## src/rtl/fetch_unit.sv

```systemverilog
// Instruction fetch stage: drives the instruction memory request, tracks the PC,
// and feeds the IF/ID register through a one-entry skid buffer under decode stalls.
module fetch_unit #(
  parameter logic [31:0] RESET_PC = 32'h0000_0000
) (
  input  logic        clk,
  input  logic        rst_n,
  input  logic        stall_i,
  input  logic        br_taken_i,
  input  logic [31:0] br_target_i,
  output logic        imem_req_o,
  output logic [31:0] imem_addr_o,
  input  logic        imem_ready_i,
  input  logic [31:0] imem_rdata_i,
  output logic        ifid_valid_o,
  output logic [31:0] ifid_pc_o,
  output logic [31:0] ifid_instr_o
);

  typedef enum logic [1:0] {
    ST_WAIT  = 2'd0,
    ST_FETCH = 2'd1,
    ST_HOLD  = 2'd2
  } state_t;

  state_t      state_r, state_s;
  logic [31:0] pc_r, pc_s;
  logic        req_r, req_s;
  logic        ifid_valid_r, ifid_valid_s;
  logic [31:0] ifid_pc_r, ifid_pc_s;
  logic [31:0] ifid_instr_r, ifid_instr_s;
  logic        skid_valid_r, skid_valid_s;
  logic [31:0] skid_pc_r, skid_pc_s;
  logic [31:0] skid_instr_r, skid_instr_s;
  logic        hs_s;
  logic [31:0] br_pc_s;

  // Request only exists in FETCH, so a handshake needs nothing more than ready.
  assign hs_s    = req_r & imem_ready_i;
  assign br_pc_s = {br_target_i[31:2], 2'b00};

  // Next-state, PC, IF/ID and skid buffer computation.
  always_comb begin
    state_s      = state_r;
    pc_s         = pc_r;
    ifid_valid_s = ifid_valid_r;
    ifid_pc_s    = ifid_pc_r;
    ifid_instr_s = ifid_instr_r;
    skid_valid_s = skid_valid_r;
    skid_pc_s    = skid_pc_r;
    skid_instr_s = skid_instr_r;

    case (state_r)
      ST_WAIT: begin
        state_s = ST_FETCH;
      end
      ST_FETCH: begin
        if (br_taken_i) begin
          // Redirect wins; any word returning this cycle is dropped.
          pc_s         = br_pc_s;
          ifid_valid_s = 1'b0;
          skid_valid_s = 1'b0;
          state_s      = ST_FETCH;
        end else if (hs_s) begin
          pc_s = pc_r + 32'd4;
          if (stall_i) begin
            skid_valid_s = 1'b1;
            skid_pc_s    = pc_r;
            skid_instr_s = imem_rdata_i;
            state_s      = ST_HOLD;
          end else begin
            ifid_valid_s = 1'b1;
            ifid_pc_s    = pc_r;
            ifid_instr_s = imem_rdata_i;
          end
        end else if (!stall_i) begin
          ifid_valid_s = 1'b0;
        end else begin
          ifid_valid_s = ifid_valid_r;
        end
      end
      ST_HOLD: begin
        if (br_taken_i) begin
          pc_s         = br_pc_s;
          ifid_valid_s = 1'b0;
          skid_valid_s = 1'b0;
          state_s      = ST_FETCH;
        end else if (!stall_i) begin
          ifid_valid_s = 1'b1;
          ifid_pc_s    = skid_pc_r;
          ifid_instr_s = skid_instr_r;
          skid_valid_s = 1'b0;
          state_s      = ST_FETCH;
        end else begin
          state_s = ST_HOLD;
        end
      end
      default: begin
        // Unreachable encoding: fall back to a clean post-reset state.
        state_s      = ST_WAIT;
        ifid_valid_s = 1'b0;
        skid_valid_s = 1'b0;
      end
    endcase

    req_s = (state_s == ST_FETCH);
  end

  // State registers with synchronous active-low reset.
  always_ff @(posedge clk) begin
    if (!rst_n) begin
      state_r      <= ST_WAIT;
      pc_r         <= RESET_PC;
      req_r        <= 1'b0;
      ifid_valid_r <= 1'b0;
      ifid_pc_r    <= 32'h0000_0000;
      ifid_instr_r <= 32'h0000_0000;
      skid_valid_r <= 1'b0;
      skid_pc_r    <= 32'h0000_0000;
      skid_instr_r <= 32'h0000_0000;
    end else begin
      state_r      <= state_s;
      pc_r         <= pc_s;
      req_r        <= req_s;
      ifid_valid_r <= ifid_valid_s;
      ifid_pc_r    <= ifid_pc_s;
      ifid_instr_r <= ifid_instr_s;
      skid_valid_r <= skid_valid_s;
      skid_pc_r    <= skid_pc_s;
      skid_instr_r <= skid_instr_s;
    end
  end

  assign imem_req_o   = req_r;
  assign imem_addr_o  = pc_r;
  assign ifid_valid_o = ifid_valid_r;
  assign ifid_pc_o    = ifid_pc_r;
  assign ifid_instr_o = ifid_instr_r;

endmodule

```

## config.mk

```make
export PLATFORM = sky130hd
export DESIGN_NAME = fetch_unit
export DESIGN_NICKNAME = d
export VERILOG_FILES = /design/src/rtl/fetch_unit.sv
export SDC_FILE = /design/constraint.sdc
export NUM_CORES = 1
export LEC_CHECK = 0
export CORE_ASPECT_RATIO = 1.1
export CORE_UTILIZATION = 35
export DETAILED_ROUTE_END_ITERATION = 6
export PLACE_DENSITY = 0.67
export SLEW_MARGIN = 20
export SYNTH_ARGS = -nofsm -noshare
export SYNTH_HDL_FRONTEND = slang
export SYNTH_SLANG_ARGS = --single-unit
```

## constraint.sdc

```tcl
create_clock -name clk -period 2.8 [get_ports clk]
set_clock_uncertainty 0.15 [all_clocks]
set_input_delay 0.42 -clock clk [delete_from_list [all_inputs] [get_ports clk]]
set_output_delay 0.42 -clock clk [all_outputs]
set_load 0.1 [all_outputs]
```

Word level (Yosys, flattened, before mapping) --
Cells that the tools add are included. Widths: inputs -> output; s select.
Operators by class: reduce and logical (&&, ||, !) cells 6, multiplexer cells 28, equal/unequal tests 11, bitwise gates (word level) 3, add/sub/neg operators 1
Operators with widths (count):
- $mux 32 | 13
- $pmux 32 s2 | 3
- $add 32x3->32 const B | 1
- $ne 2x2->1 const B | 6
- $mux 2 | 5
- $pmux 2 s3 | 1
- $reduce_and 6->1 | 1
- $mux 1 | 5
- $eq 2x1->1 const B | 2
- $ne 4x4->1 const B | 1
- $reduce_and 4->1 | 1
- $ne 3x3->1 const B | 1
- $pmux 1 s3 | 1
- $reduce_and 3->1 | 1
- $eq 2x2->1 const B | 1
- $logic_not 2->1 | 1
- $not 1->1 | 2
- $reduce_and 2->1 | 1
- $reduce_bool 2->1 | 1
- $and 1x1->1 | 1
Word-level totals: bits in registers 164, input port bits 69, output and inout bits 98, logic and storage cells 57

Longest topological paths before layout --
Gate-level depths: netlist of the first run.
depth in word-level cells 5, mapped depth 9, gate-level depth less buffers 7

Worst setup path before layout of the first run --
OpenSTA, ideal clock, no wires.
path kind reg2reg, start register pc_r[3], in the netlist imem_addr_o[3], end register pc_r[20], in the netlist imem_addr_o[20], stages on the path, launching flop included 6, setup slack -45 ps, data required time 2523 ps, arrival 2568 ps, cell sequence dfxtp_1 ha_1 nand4_1 or4_4 and3_1 or3_1
Between the ends: longest elaborated chain between the ends 4
Ends and longest elaborated chain:
- start: declaration | line 27 | logic [31:0] pc_r, pc_s;
- start signal: assignment | line 123 | pc_r <= pc_s;
- $add 32x3->32 | line 65 | pc_s = pc_r + 32'd4;
- $mux 32 | line 64 | end else if (hs_s) begin
- $mux 32 | line 58 | if (br_taken_i) begin
- $pmux 32 s2 | line 53 | case (state_r)
No other way between the ends. The select of a mux whose other input is x is not followed. A chain may end at the register's enable or synchronous reset.

Final worst setup path of the first run --
start register pc_r[2], in the netlist imem_addr_o[2], end register pc_r[26], in the netlist imem_addr_o[26]
Same word-level chain as after synthesis.

==> results of run 1 <==
-- cell type report --
type	count	area (um^2)	area share [%]
Tap cell	252	315	3.34
Clock inverter	14	204	2.16
Sequential cell	158	3170	33.6
Multi-Input combinational cell	605	3620	38.3
Timing Repair Buffer	190	1670	17.7
Clock buffer	18	439	4.66
Inverter	6	25.0	0.265
-- worst register-to-register path: stages, from the launching register on --
cell      delay (ns)
dfxtp_2         0.45
ha_1            0.27
nand4_1         0.22
nor3_2          0.36
buf_4           0.21
nand4_1         0.11
or4_1           0.42
o211ai_1        0.08
-- logic make-up (layout without fill, tap and decap cells) --
logic type / after synthesis / after routing
other: 1 / 4
adders and majority gates: 5 / 5
DFF: 158 / 158
buffers and inverters: 82 / 228
and+or+nand+nor: 317 / 317
muxes: 65 / 65
AOI/OAI and AO/OA: 214 / 214
-- sequential cells by signal, indices dropped and copies added (netlist names) --
register and cells:
ifid_instr_o 32, ifid_pc_o 30, skid_pc_r 30, imem_req_o 1, ifid_valid_o 1, state_r 2, skid_instr_r 32, imem_addr_o 30
-- path summary, 6_finish.rpt --
| check | startpoint | end | slack, ns | cells past startpoint |
|---|---|---|---|---|
| max | imem_addr_o[2] | imem_addr_o[26] | 0.45 | 7 |
| min | skid_instr_r[30] | skid_instr_r[30] | 0.30 | 2 |
| max reg2reg | imem_addr_o[2] | imem_addr_o[26] | 0.45 | 7 |
| min reg2reg | skid_instr_r[30] | skid_instr_r[30] | 0.30 | 2 |
-- power breakdown --
group | internal (W) | leakage (nW) | switching (W)
clock network | 0.00154 | 0.317 | 0.000999
registers | 0.00230 | 1.28 | 0.0000816
logic | 0.000273 | 1.64 | 0.000634
total | 0.00412 | 3.23 | 0.00171
-- cell usage in the layout, fill, tap and decap left out, types with 7 or more instances in the layout --
| cell | n |
|---|---|
| a211oi_1 | 65 |
| a21oi_1 | 81 |
| a32oi_1 | 9 |
| buf_4 | 118 |
| clkbuf_16 | 17 |
| clkdlybuf4s50_1 | 66 |
| dfxtp_1 | 156 |
| mux2i_1 | 65 |
| nand2_1 | 150 |
| nand3_1 | 20 |
| nand4_1 | 12 |
| nor2_1 | 82 |
| nor3_1 | 7 |
| o21ai_0 | 13 |
-- metal layers --
| layer | routed length, um | track usage, % | vias up |
|---|---|---|---|
| li1 | - | - | 3276 |
| met1 | 8740 | 25.0 | 2999 |
| met2 | 8990 | 29.2 | 152 |
| met3 | 1260 | 5.49 | 7 |
| met4 | 153 | 5.65 | 0 |
| met5 | 0 | 0 | - |
-- stage by stage --
step | total power, W | worst slack [ns]
5_1_grt | 0.00606 | 0.268
2_1_floorplan | 0.00306 | 0.0439
6_report | 0.00583 | 0.454
3_3_place_gp | 0.00334 | 0.274
4_1_cts | 0.00590 | 0.469
3_5_place_dp | 0.00335 | 0.223
-- Yosys cell counts, drive strengths merged, types with 9 or more instances --
cell / number / area share [%]
dfxtp: 158 / 45
nand2: 150 / 7.9
nor2: 84 / 4.5
a21oi: 81 / 5.7
a211oi: 66 / 7.1
mux2i: 65 / 9.2
clkbuf: 48 / 2.6
buf: 28 / 2.0
nand3: 21 / 1.7
nand4: 14 / 1.5
o21ai: 13 / 0.92
nor3: 10 / 0.92
a32oi: 9 / 1.1
==> flow_summary.json, run 1 <==
{
  "status": "finished clean",
  "critPathLaunchType": "register",
  "critPathMaxStageDelay_ns": 0.45,
  "dieArea_um2": 20800,
  "powerDensity_nw_per_um2": 618,
  "slowest_stage": "dfxtp_2",
  "synth_edf_count": 0,
  "cp.required_ns": 2.99,
  "dpl_cell_area_um2": 8790,
  "hp-class": "reg2reg",
  "layout-drive-gt1-share_pct": 18.4,
  "cts_buffers": 17,
  "drv_cap": 0,
  "root_buffer": "clkbuf_16",
  "irDropWorstVdd_v": 0.000418,
  "drtIter0Drc": 418,
  "ctsHtreeMaxLevel": 4,
  "clk_pin_slew_worst_paths_ns": 0.06,
  "ys.flop_type": "dfxtp_1",
  "fmax_mhz": 426,
  "synth_xor_area_share_pct": 0,
  "grt_pass1_wl_mm": 30.3,
  "grt_pass1_vias": 5746,
  "holdWs_ns": 0.303,
  "yosys-mux-area-fraction_pct": 9.18,
  "antenna_found_initial": 0,
  "tightest_slew_ns": 0.604,
  "crit_arrival_ns": 2.54,
  "grt_overflow": 0,
  "synth_top_family_by_area": "simple AND/OR/NAND/NOR gates",
  "fin_area_um2": 9430,
  "crit_top_cell": "nand4_1",
  "ys_warn_count": 0,
  "setup_viol": 0,
  "path_buf_inv": 1,
  "ys_types": 63,
  "end_kind": "register",
  "syn_inst": 842,
  "period_share_pct": 83.8,
  "dp.cells": 1211,
  "ys_seq_area_share_pct": 44.6,
  "core.rowCount": 54,
  "hpwl_mm": 12.8,
  "routed_wl_mm": 19.1,
  "syn_area_um2": 7090,
  "hold_viol_final": 0,
  "finalNonFillerCells": 1243,
  "cts_tree": "built",
  "syn_avg_cell_area_um2": 8.42,
  "synth-simple-area-share_pct": 20.4,
  "path_max_fanout": 8,
  "postRouteAntennaNets": 0,
  "grtUsageTotal_pct": 18.8,
  "fp.dieW_um": 138,
  "dieHeight_um": 151,
  "dr.pass1.iters": 5,
  "wl_per_cell_um": 15.4,
  "synth_fa_ha_area_share_pct": 0.882,
  "drv_slew": 0,
  "routabilityCongestion": 0.835,
  "core_um2": 19900,
  "initial_core_util_pct": 35.7,
  "cts_hold_buf": 0,
  "fin_util_pct": 47.5,
  "clock_latency_ns": 0.42,
  "critical_path_class": "reg2reg",
  "port_buffers": 160,
  "crit_chain": "ha_1, nand4_1, nor3_2, buf_4, nand4_1, or4_1, o211ai_1",
  "fillCellCount": 1991,
  "synth-compound-area-share_pct": 19.9,
  "diodes": 0,
  "cts_resized": 0,
  "leakagePower_nw": 3.23,
  "clk_path_buf_depth": 2,
  "clock_sink_count": 158,
  "cts_setup_buffers": 0,
  "tns_ns": 0,
  "synthArstFlopShare_pct": 0,
  "slew_headroom_pct": 59.8,
  "via_per_inst": 5.18,
  "ios": 167,
  "layout.nets": 1052,
  "crit_family": "simple AND/OR/NAND/NOR gates",
  "rsz0062_at_grt": "false",
  "remaining_drc_errors": 0,
  "area_growth_syn_to_layout_pct": 33.0,
  "synth_seq_cells": 158,
  "vias": 6434,
  "finalCriticalPeriod_ns": 2.35,
  "grt_max_degree": 122
}
(Power assumes the default switching activity.)
==> inputs of run 2 (changes only) <==
==> constraint.sdc (replaced) <==
create_clock -name clk -period 2.4 [get_ports clk]
set_clock_uncertainty 0.15 [all_clocks]
set_input_delay 0.36 -clock clk [delete_from_list [all_inputs] [get_ports clk]]
set_output_delay 0.36 -clock clk [all_outputs]
set_load 0.1 [all_outputs]
==> flow_summary.json, run 2 (synthesis gave the netlist of run 1 again) <==
{
  "fin_util_pct": 47.9,
  "clk_path_buf_depth": 2,
  "crit_family": "compound AO/OA/AOI/OAI gates",
  "layout-drive-gt1-share_pct": 21.5,
  "crit_chain": "inv_1, ha_1, nand2b_1, a211oi_4, buf_12, nor2_1, a211oi_1",
  "routed_wl_mm": 19.9,
  "dpl_cell_area_um2": 8920,
  "final_cell_mix": "nand2_1, dfxtp_1, buf_4",
  "irDropWorstVdd_v": 0.000533,
  "rsz0062_at_grt": "false",
  "remaining_drc_errors": 0,
  "routabilityCongestion": 0.836,
  "final_common_cell": "nand2_1",
  "fp.dieW_um": 138,
  "grt_pass1_vias": 6132,
  "grt_overflow": 0,
  "port_buffers": 160,
  "core.rowCount": 54,
  "hpwl_mm": 13.4,
  "cts_tree": "built",
  "finalCriticalPeriod_ns": 2.16,
  "period_share_pct": 90.1,
  "cts_buffers": 17,
  "hold_viol_final": 0,
  "path_buf_inv": 2,
  "drtIter0Drc": 319,
  "leakagePower_nw": 3.28,
  "clock_latency_ns": 0.43,
  "drv_slew": 0,
  "dieHeight_um": 151,
  "area_growth_syn_to_layout_pct": 34.1,
  "holdWs_ns": 0.303,
  "critPathLaunchType": "register",
  "wl_per_cell_um": 15.8,
  "fmax_mhz": 463,
  "ios": 167,
  "switching_power_w": 0.00201,
  "antenna_found_initial": 0,
  "hp-class": "reg2reg",
  "cp.required_ns": 2.59,
  "setup_viol": 0,
  "layout.nets": 1065,
  "power.share.sequential_pct": 42.4,
  "clock_sink_count": 158,
  "via_per_inst": 5.26,
  "pwr-share-comb_pct": 16.4,
  "slowest_stage": "dfxtp_1",
  "fillCellCount": 1957,
  "initial_core_util_pct": 35.7,
  "fin_area_um2": 9510,
  "critical_path_class": "reg2reg",
  "critPathMaxStageDelay_ns": 0.40,
  "drv_cap": 0,
  "root_buffer": "clkbuf_16",
  "slew_headroom_pct": 63.6,
  "p_sw_share_pct": 30.5,
  "end_kind": "register",
  "dieArea_um2": 20800,
  "status": "finished clean",
  "grtUsageTotal_pct": 19.5,
  "path_max_fanout": 78,
  "powerDensity_nw_per_um2": 692,
  "core_um2": 19900,
  "p_int_w": 0.00458,
  "vias": 6602,
  "cts_hold_buf": 0,
  "clk_pin_slew_worst_paths_ns": 0.06,
  "tightest_slew_ns": 0.543,
  "grt_pass1_wl_mm": 31.5,
  "power_frac_clock_pct": 41.2,
  "crit_arrival_ns": 2.35,
  "postRouteAntennaNets": 0,
  "dr.pass1.iters": 4,
  "pre_cts_slack_ns": 0.0188,
  "cts_resized": 0,
  "diodes": 0,
  "ctsHtreeMaxLevel": 4,
  "fin_ws_ns": 0.238,
  "cts_setup_buffers": 0,
  "grt_max_degree": 109
}
run 2: cell count changes in the layout (fill, tap and decap cells not counted):
cell and change:
buf_12 +1, bufinv_16 -2, dfxtp_2 +21, clkbuf_8 -1, clkinv_4 -2, dfxtp_1 -21, clkinvlp_4 +3, clkinv_2 +2
buf_4 +12
run 2: per-layer routing:
layer  wire length [um]  global-route usage, %
met5                  0                      0
met4                476                   8.32
met3               1070                   3.95
met2               9470                   31.7
met1               8840                   25.0
run 2: cell type report:
cell class                 instances  area [um^2]  share of cell area [%]
tap                              252          315                    3.32
clock buffer                      17          425                    4.47
clock inverter                    15          159                    1.67
sequential                       158         3190                    33.6
multi-input combinational        605         3620                    38.0
inverter                           6         25.0                   0.263
timing repair buffer             203         1780                    18.7
run 2: tightest hold or removal path: cells and delay by family (launching register included):
family,cells,cell delay (ns)
AO/OA/AOI/OAI,1,0.05
flip-flops,1,0.31
AND/OR/NAND/NOR,1,0.05
run 2: path summary, 6_finish.rpt:
check                           cells after the start  slack (ns)               end              from
worst max-delay path                                7        0.24      ifid_pc_o[2]        state_r[1]
worst min-delay path                                2        0.30  skid_instr_r[16]  skid_instr_r[16]
worst max register to register                      7        0.24      ifid_pc_o[2]        state_r[1]
worst min register to register                      2        0.30  skid_instr_r[16]  skid_instr_r[16]
run 2: power by group through the flow:
stage	sequential (W)	combinational (W)	clock, W
3_5_place_dp	0.00285	0.00108	0
3_3_place_gp	0.00285	0.00108	0
4_1_cts	0.00279	0.00109	0.00278
6_report	0.00279	0.00108	0.00271
2_1_floorplan	0.00323	0.000340	0
5_1_grt	0.00280	0.00114	0.00290
run 2: per-stage QoR:
| stage | setup TNS [ns] | total power, W | instances |
|---|---|---|---|
| floorplan | -0.0452 | 0.00357 | 845 |
| global placement | 0 | 0.00393 | 1224 |
| detailed placement | 0 | 0.00393 | 1224 |
| CTS | 0 | 0.00665 | 1256 |
| global route | 0 | 0.00684 | 1256 |
| finish | 0 | 0.00658 | 1256 |
